[src/rtl/xor_parity_accum.sv]
// Framed column-wise XOR accumulator with a held result handshake.
// Define XOR_PARITY_CHECK_EN to add the exp_parity comparison and out_err flag.
module xor_parity_accum #(
    parameter int WIDTH     = 8,
    parameter int MAX_WORDS = 16,
    parameter int CNT_W     = $clog2(MAX_WORDS + 1)
) (
    input  logic             clk,
    input  logic             rst_n,
    input  logic             in_valid,
    output logic             in_ready,
    input  logic [WIDTH-1:0] in_data,
    input  logic             in_last,
    output logic             out_valid,
    input  logic             out_ready,
    output logic [WIDTH-1:0] out_parity,
    output logic             out_bit,
    output logic [CNT_W-1:0] out_count,
    output logic             out_ovf
`ifdef XOR_PARITY_CHECK_EN
    ,
    input  logic [WIDTH-1:0] exp_parity,
    output logic             out_err
`endif
);

    typedef enum logic [1:0] {
        IDLE  = 2'd0,
        ACCUM = 2'd1,
        DONE  = 2'd2
    } state_t;

    localparam logic [CNT_W-1:0] MAX_CNT = CNT_W'(MAX_WORDS);

    state_t           state_q, state_d;
    logic [WIDTH-1:0] acc_q, acc_d;
    logic [CNT_W-1:0] cnt_q, cnt_d;
    logic             in_ready_q, in_ready_d;
    logic             out_valid_q, out_valid_d;
    logic [WIDTH-1:0] out_parity_q, out_parity_d;
    logic             out_bit_q, out_bit_d;
    logic [CNT_W-1:0] out_count_q, out_count_d;
    logic             out_ovf_q, out_ovf_d;
`ifdef XOR_PARITY_CHECK_EN
    logic             out_err_q, out_err_d;
`endif

    logic             accept;
    logic [WIDTH-1:0] acc_sum;
    logic [CNT_W-1:0] cnt_inc;
    logic             close_last;
    logic             close_max;

    assign accept = in_valid && in_ready_q;

    always_comb begin
        // The first word of a frame seeds the accumulator instead of folding into it.
        acc_sum    = (state_q == IDLE) ? in_data : (acc_q ^ in_data);
        cnt_inc    = (state_q == IDLE) ? CNT_W'(1) : (cnt_q + CNT_W'(1));
        close_last = accept && in_last;
        close_max  = accept && !in_last && (state_q == ACCUM) && (cnt_inc == MAX_CNT);

        state_d      = state_q;
        acc_d        = acc_q;
        cnt_d        = cnt_q;
        out_valid_d  = out_valid_q;
        out_parity_d = out_parity_q;
        out_bit_d    = out_bit_q;
        out_count_d  = out_count_q;
        out_ovf_d    = out_ovf_q;
`ifdef XOR_PARITY_CHECK_EN
        out_err_d    = out_err_q;
`endif

        case (state_q)
            IDLE, ACCUM: begin
                if (accept) begin
                    acc_d = acc_sum;
                    cnt_d = cnt_inc;
                    if (close_last || close_max) begin
                        state_d      = DONE;
                        out_valid_d  = 1'b1;
                        out_parity_d = acc_sum;
                        out_bit_d    = ^acc_sum;
                        out_count_d  = cnt_inc;
                        out_ovf_d    = close_max;
`ifdef XOR_PARITY_CHECK_EN
                        out_err_d    = (acc_sum != exp_parity);
`endif
                    end else begin
                        state_d = ACCUM;
                    end
                end
            end
            DONE: begin
                if (out_ready) begin
                    state_d     = IDLE;
                    out_valid_d = 1'b0;
                    acc_d       = '0;
                    cnt_d       = '0;
                end
            end
            default: begin
                state_d = IDLE;
            end
        endcase

        // Ready depends only on the next state, so out_ready never reaches in_ready combinationally.
        in_ready_d = (state_d != DONE);
    end

    always_ff @(posedge clk or negedge rst_n) begin
        if (!rst_n) begin
            state_q      <= IDLE;
            acc_q        <= '0;
            cnt_q        <= '0;
            in_ready_q   <= 1'b1;
            out_valid_q  <= 1'b0;
            out_parity_q <= '0;
            out_bit_q    <= 1'b0;
            out_count_q  <= '0;
            out_ovf_q    <= 1'b0;
`ifdef XOR_PARITY_CHECK_EN
            out_err_q    <= 1'b0;
`endif
        end else begin
            state_q      <= state_d;
            acc_q        <= acc_d;
            cnt_q        <= cnt_d;
            in_ready_q   <= in_ready_d;
            out_valid_q  <= out_valid_d;
            out_parity_q <= out_parity_d;
            out_bit_q    <= out_bit_d;
            out_count_q  <= out_count_d;
            out_ovf_q    <= out_ovf_d;
`ifdef XOR_PARITY_CHECK_EN
            out_err_q    <= out_err_d;
`endif
        end
    end

    assign in_ready   = in_ready_q;
    assign out_valid  = out_valid_q;
    assign out_parity = out_parity_q;
    assign out_bit    = out_bit_q;
    assign out_count  = out_count_q;
    assign out_ovf    = out_ovf_q;
`ifdef XOR_PARITY_CHECK_EN
    assign out_err    = out_err_q;
`endif

endmodule

[config.mk]
export PLATFORM = sky130hd
export DESIGN_NAME = xor_parity_accum
export DESIGN_NICKNAME = d
export VERILOG_FILES = /design/src/rtl/xor_parity_accum.sv
export SDC_FILE = /design/constraint.sdc
export NUM_CORES = 1
export LEC_CHECK = 0
export ABC_AREA = 0
export CORE_MARGIN = 2
export CORE_UTILIZATION = 40
export CTS_CLUSTER_DIAMETER = 50
export CTS_CLUSTER_SIZE = 30
export DETAILED_ROUTE_END_ITERATION = 8
export HOLD_SLACK_MARGIN = 0.1
export PLACE_DENSITY = 0.7
export SETUP_SLACK_MARGIN = 0.15
export SYNTH_ARGS = -nofsm -noshare
export SYNTH_HDL_FRONTEND = slang
export SYNTH_SLANG_ARGS = --single-unit
[constraint.sdc]
create_clock -name clk -period 2.8 [get_ports clk]
set_clock_uncertainty 0.1 [all_clocks]
set_input_delay 0.84 -clock clk [delete_from_list [all_inputs] [get_ports clk]]
set_output_delay 0.84 -clock clk [all_outputs]
set_load 0.01 [all_outputs]
==> results of run 1 <==
[area by class of cell]
| class | count | share of cell area, % |
|---|---|---|
| multi-input combinational | 133 | 42.6 |
| sequential | 32 | 34.8 |
| timing repair buffer | 37 | 15.7 |
| clock buffer | 8 | 3.91 |
| tap | 52 | 2.82 |
| inverter | 1 | 0.163 |
[report_power, final]
group	switching [mW]	internal, mW
Sequential	0.143	0.623
Clock	0.169	0.200
Combinational	0.396	0.520
[per-layer routing]
metal | global-route usage (%) | routed length (um)
met5 | 0 | 0
met4 | 6.29 | 55
met3 | 2.67 | 122
met2 | 25.6 | 1810
met1 | 22.9 | 1930
[cell usage in the layout, fill, tap and decap left out, types with 2 or more instances in the layout]
cell and n:
or2_2 2, a311oi_1 8, o31ai_1 5, dfrtp_1 31, o21ai_0 11, xnor2_1 21
xor2_1 3, clkbuf_8 6, a22o_1 4, or3_1 8, nor2_1 5, clkdlybuf4s50_1 29
buf_4 7, nand3_1 3, mux2_4 8, nand2_1 19, clkbuf_1 2, a21oi_1 20
[cells in the mapped netlist]
cell	count	area (um^2)
nand3b_1	1	7.51
a41oi_4	1	27.5
nor2_4	1	11.3
a211oi_1	1	7.51
nand3_1	3	15.0
xnor2_1	21	184
dfrtp_1	31	776
nor3_4	1	16.3
and2_1	1	6.26
nor2_1	5	18.8
a22o_1	4	35.0
mux2_2	1	11.3
o31ai_1	5	37.5
xnor2_2	1	16.3
dfstp_2	1	26.3
a311oi_1	8	70.1
and3_1	1	6.26
inv_1	1	3.75
buf_2	3	15.0
nand3_2	1	10.0
o22a_2	1	10.0
xor2_2	1	16.3
or2_2	2	12.5
mux2_4	8	120
buf_6	1	11.3
a21oi_1	20	100
nand2_1	19	71.3
xor2_1	3	26.3
a21boi_0	1	7.51
or3_1	8	50.1
nand2b_4	1	13.8
nand2b_1	1	6.26
clkbuf_1	6	22.5
o21ai_0	11	55.1
ha_1	1	12.5
[stage by stage]
stage | power, mW | cell area [um^2] | setup WS, ns | hold slack, ns | util (%)
after floorplan | 1.35 | 1840 | 0.695 | 0.404 | -
after global placement | 1.68 | 2220 | 0.192 | 0.369 | 50.5
after detailed placement | 1.70 | 2220 | 0.178 | 0.377 | 50.5
after CTS | 2.07 | 2310 | 0.473 | 0.397 | 52.6
after global routing | 2.19 | 2310 | 0.379 | 0.431 | 52.6
final | 2.05 | 2310 | 0.474 | 0.396 | 52.6
[worst paths after layout]
check / start / to / cells after the start
worst max-delay path: in_valid / out_parity[5]$_DFFE_PN0P_ / 6
max in group asynchronous: rst_n / in_ready$_DFF_PN1_ / 2
min in group asynchronous: rst_n / cnt_q[0]$_DFFE_PN0P_ / 2
worst max register to register: cnt_q[0]$_DFFE_PN0P_ / out_parity[5]$_DFFE_PN0P_ / 6
worst min-delay path: out_ovf$_DFFE_PN0P_ / out_ovf$_DFFE_PN0P_ / 2
worst min register to register: out_ovf$_DFFE_PN0P_ / out_ovf$_DFFE_PN0P_ / 2
[flip-flops by register name (all words and copies together) (netlist names)]
register	count
out_bit	1
out_count	5
acc_q	8
out_valid	1
in_ready	1
cnt_q	5
out_ovf	1
state_q	2
out_parity	8
[worst max-delay path: stages]
cell and delay, ns:
clkdlybuf4s50_1 0.50, nand2_1 0.11, or2_2 0.32, nor2_4 0.13, buf_12 0.16, mux2_2 0.33
[cell families (layout without fill, tap and decap cells)]
logic type               after synthesis  count (layout)  synth area share (%)
AND/OR/NAND/NOR                       45              45                  13.4
adder cells (fa/ha/maj)                1               1                 0.681
AO/OA/AOI/OAI                         52              52                  19.1
XOR/XNOR                              26              26                  13.2
multiplexers                           9               9                  7.15
buffers and inverters                 11              46                  2.86
flip-flops                            32              32                  43.7
==> results.txt, run 1 <==
Final hold vios: 0
Share of cells above drive strength 1: 16.1%
H-tree level count: 2
Synth Net Count: 190
Die area: 5150 um^2
Hold Buf Count CTS: 0
# diodes: 0
Max cap viols: 0
Initial core utilization: 41.9%
Final Setup Violations: 0
Outcome: complete, no violations
DP Cell Count: 255
I/O pin cnt: 30
TNS Setup: 0 ns
Syn_area_per_cell: 10.4 um^2
Filler cells: 404
Critical path data arrival time: 2.39 ns
PD cells: 889 nW/um^2
Die X: 71.8 um
Total GRT Usage: 16.4%
Worst Hold Class: reg -> reg
Starting DRC count in detailed routing: 97
Slew Viols, Final: 0
Antenna Nets Post-Route: 0
Yosys warning total: 0
Nets: 224
Number of antenna violations at the first check in global routing: 0
Reg area: 802 um^2
Post-DP HPWL: 2690 um
Post-synthesis cell type count: 35
Max-slew headroom: 62.4%
Number of gates resized after cts: 0
LEAKAGE: 0.921 nW
Area of the multi-input gates: 982 um^2
Post-CTS Setup Inserts: 0
Maximum root-to-sink buffer count: 2
Non-filler instance count after layout: 263
Cells after Synth: 176
Drt pass-1 iters: 4
# port buffers: 29
Crit-path max FO: 11
Core Box Area: 4380 um^2
Final worst path period share: 83.1%
Synth Register Bits: 32
CTS Sinks: 32
Vias/cell: 5.36
Fmax: 0.430 GHz
Clock Root Buffer: clkbuf_8
Clk slew on worst S/H paths: 0.06 ns
DRC: 0
Pin count of the biggest net entering global routing: 33
Gpl congestion: 0.834
Clock Latency Late Sink: 0.28 ns
Worst-margin pin slew: 0.565 ns
R2r setup slk: 0.66 ns
Maximum VDD drop: 371 uV
Seq/Total Area, Yosys: 43.7%
Number of global-route vias before repair: 1409
Num CTS Buffers: 5
Kind of critical path: in -> reg
First-pass GRT wire length: 6610 um
Final wirelength: 3920 um
Post-Synthesis Cell Area: 1840 um^2
CP Data Required Time: 2.87 ns
Period minus WS final: 2.33 ns
CTS tree: done
Critical Path End Type: flip-flop
Die Ht: 71.8 um
Row cnt: 24
Global route overflow: 0
Area delta synth->final: 25.5%
Avg WL per Cell: 14.9 um
Vias: 1409
RSZ-0062 raised after global routing: false
CP startpoint kind: input pin
No activity file was read; power rests on OpenSTA's default activity.
==> run 2, diff against run 1 <==
- clock period: 2.8 -> 2.4 ns (I/O delays scaled with it)
==> results.txt, run 2 (synthesis gave the netlist of run 1 again) <==
WHS Endpoint: out_ovf$_DFFE_PN0P_ (unchanged)
RSZ-0062 raised after global routing: false (unchanged)
Final hold vios: 0 (unchanged)
Worst slack at placement: -0.0352 ns (was 0.178 ns)
Drt pass-1 iters: 4 (unchanged)
Final Util: 55.1% (was 52.6%)
Slew Viols, Final: 0 (unchanged)
Maximum root-to-sink buffer count: 2 (unchanged)
H-tree level count: 2 (unchanged)
Total GRT Usage: 17.2% (was 16.4%)
Final worst slack: 0.201 ns (was 0.474 ns)
Worst Hold Class: reg -> reg (unchanged)
# diodes: 0 (unchanged)
Gpl congestion: 0.818 (was 0.834)
Critical Path End Type: primary output (was flip-flop)
Worst Path Buf+Inv: 1 (was 2)
CP peak stage delay: 0.56 ns (was 0.50 ns)
Top delay family on crit path: flip-flops (was buffers and inverters)
Post-CTS Setup Inserts: 0 (unchanged)
Number of gates resized after cts: 0 (unchanged)
Hold_ws: 0.407 ns (was 0.396 ns)
Worst-margin pin slew: 0.594 ns (was 0.565 ns)
Outcome: complete, no violations (unchanged)
Antenna Nets Post-Route: 0 (unchanged)
Clock Latency Late Sink: 0.29 ns (was 0.28 ns)
R2r setup slk: 0.27 ns (was 0.66 ns)
FF-to-FF End: out_parity[5]$_DFFE_PN0P_ (unchanged)
Initial core utilization: 41.9% (unchanged)
Final Setup Violations: 0 (unchanged)
Final instance area: 2410 um^2 (was 2310 um^2)
Pin count of the biggest net entering global routing: 33 (unchanged)
Clock Root Buffer: clkbuf_8 (unchanged)
Starting DRC count in detailed routing: 122 (was 97)
Avg WL per Cell: 14.8 um (was 14.9 um)
Sequential share of power: 36.3% (was 37.3%)
Share of cells above drive strength 1: 21.1% (was 16.1%)
Filler cells: 399 (was 404)
I/O pin cnt: 30 (unchanged)
Total chip power: 2.49 mW (was 2.05 mW)
Psw: 0.838 mW (was 0.708 mW)
Area of the multi-input gates: 982 um^2 (unchanged)
CP max-delay cell: dfstp_2 (was clkdlybuf4s50_1)
Final wirelength: 4060 um (was 3920 um)
Vias/cell: 5.29 (was 5.36)
Number of antenna violations at the first check in global routing: 0 (unchanged)
Max cap viols: 0 (unchanged)
PD cells: 1030 nW/um^2 (was 889 nW/um^2)
Vias: 1454 (was 1409)
Crit-path max FO: 4 (was 11)
Clock Power Share: 20.4% (was 18.0%)
Number of global-route vias before repair: 1452 (was 1409)
LEAKAGE: 0.990 nW (was 0.921 nW)
Combinational fraction of design power: 43.3% (was 44.6%)
Area delta synth->final: 31.4% (was 25.5%)
Global route overflow: 0 (unchanged)
Crit-path cells: clkdlybuf4s50_1 (was clkdlybuf4s50_1 -> nand2_1 -> or2_2 -> nor2_4 -> buf_12 -> mux2_2)
CTS tree: done (unchanged)
Reg area: 802 um^2 (unchanged)
Period minus WS final: 2.20 ns
Die area: 5150 um^2 (unchanged)
Power Internal: 1.65 mW (was 1.34 mW)
Critical path data arrival time: 1.38 ns (was 2.39 ns)
Core Box Area: 4380 um^2 (unchanged)
Final worst path period share: 91.6%
CTS Sinks: 32 (unchanged)
CP Data Required Time: 1.58 ns (was 2.87 ns)
# port buffers: 29 (unchanged)
Commonest cells after routing, fill and taps aside: dfrtp_1 (31), clkdlybuf4s50_1 (29), xnor2_1 (21) (unchanged)
Commonest non-fill, non-tap cell in the layout: dfrtp_1 (unchanged)
First-pass GRT wire length: 6920 um (was 6610 um)
Cell Area, Placed: 2310 um^2 (was 2220 um^2)
Hold Path Depth: 2 (unchanged)
R2r worst-path depth: 6 (unchanged)
Hold Buf Count CTS: 0 (unchanged)
Max-slew headroom: 60.4% (was 62.4%)
Critical R2R Launch: cnt_q[0]$_DFFE_PN0P_ (unchanged)
Maximum VDD drop: 359 uV (was 371 uV)
Clk slew on worst S/H paths: 0.07 ns (was 0.06 ns)
Num CTS Buffers: 5 (unchanged)
Switching Share: 33.6% (was 34.5%)
CP startpoint kind: flip-flop (was input pin)
Die X: 71.8 um (unchanged)
Fmax: 0.455 GHz
DRC: 0 (unchanged)
Row cnt: 24 (unchanged)
Kind of critical path: reg -> out (was in -> reg)
Post-DP HPWL: 2750 um (was 2690 um)
Die Ht: 71.8 um (unchanged)
Hold Startpoint: out_ovf$_DFFE_PN0P_ (unchanged)
Nets: 236 (was 224)
[run 2: changes by cell type in the layout (fill, tap and decap cells not counted), sizes merged]
cell    change
buf        +12
clkbuf      -2
bufinv      +1
clkinv      +1
[run 2: per-layer routing]
metal	share of wire (%)	track usage, %	vias to the layer above
met5	0	0	-
met4	1.6	6.71	0
met3	4.2	3.66	7
met2	46	26.4	32
met1	48	23.9	695
li1	-	-	720
[run 2: through the flow]
stage                     instances  TNS (ns)
after floorplan                 176         0
after global placement          267   -0.0191
after detailed placement        267   -0.0547
after CTS                       275         0
after global routing            275         0
final                           275         0
[run 2: worst max path at each step]
stage	startpoint	endpoint	depth (start not counted)
2_1_floorplan	cnt_q[0]$_DFFE_PN0P_	out_count[0]$_DFFE_PN0P_	6
4_1_cts	in_ready$_DFF_PN1_	in_ready	1
6_report	in_ready$_DFF_PN1_	in_ready	1
3_3_place_gp	in_valid	out_parity[5]$_DFFE_PN0P_	6
3_5_place_dp	in_valid	out_parity[5]$_DFFE_PN0P_	6
5_1_grt	cnt_q[0]$_DFFE_PN0P_	out_parity[5]$_DFFE_PN0P_	6
[run 2: layout make-up]
type,count,share of cell area (%)
clock inverters,2,1.45
well taps,52,2.70
multi-input cells,133,40.7
clock buffers,6,3.01
flip-flops and latches,32,33.2
repair buffers,49,18.8
inverters,1,0.156
[run 2: power groups by stage]
stage	Clock (mW)	Sequential, mW	Combinational (mW)
2_1_floorplan	0	0.915	0.664
3_3_place_gp	0	0.914	1.07
3_5_place_dp	0	0.913	1.08
4_1_cts	0.518	0.906	1.09
5_1_grt	0.539	0.937	1.17
6_report	0.509	0.905	1.08
[run 2: worst register-to-register path: cells and delay by family (launching register included)]
kind | cells | cell delay [ns]
AO/OA/AOI/OAI | 1 | 0.19
XOR/XNOR | 1 | 0.36
adder cells (fa/ha/maj) | 1 | 0.28
buffers and inverters | 1 | 0.16
flip-flops | 1 | 0.45
multiplexers | 1 | 0.34
AND/OR/NAND/NOR | 1 | 0.14
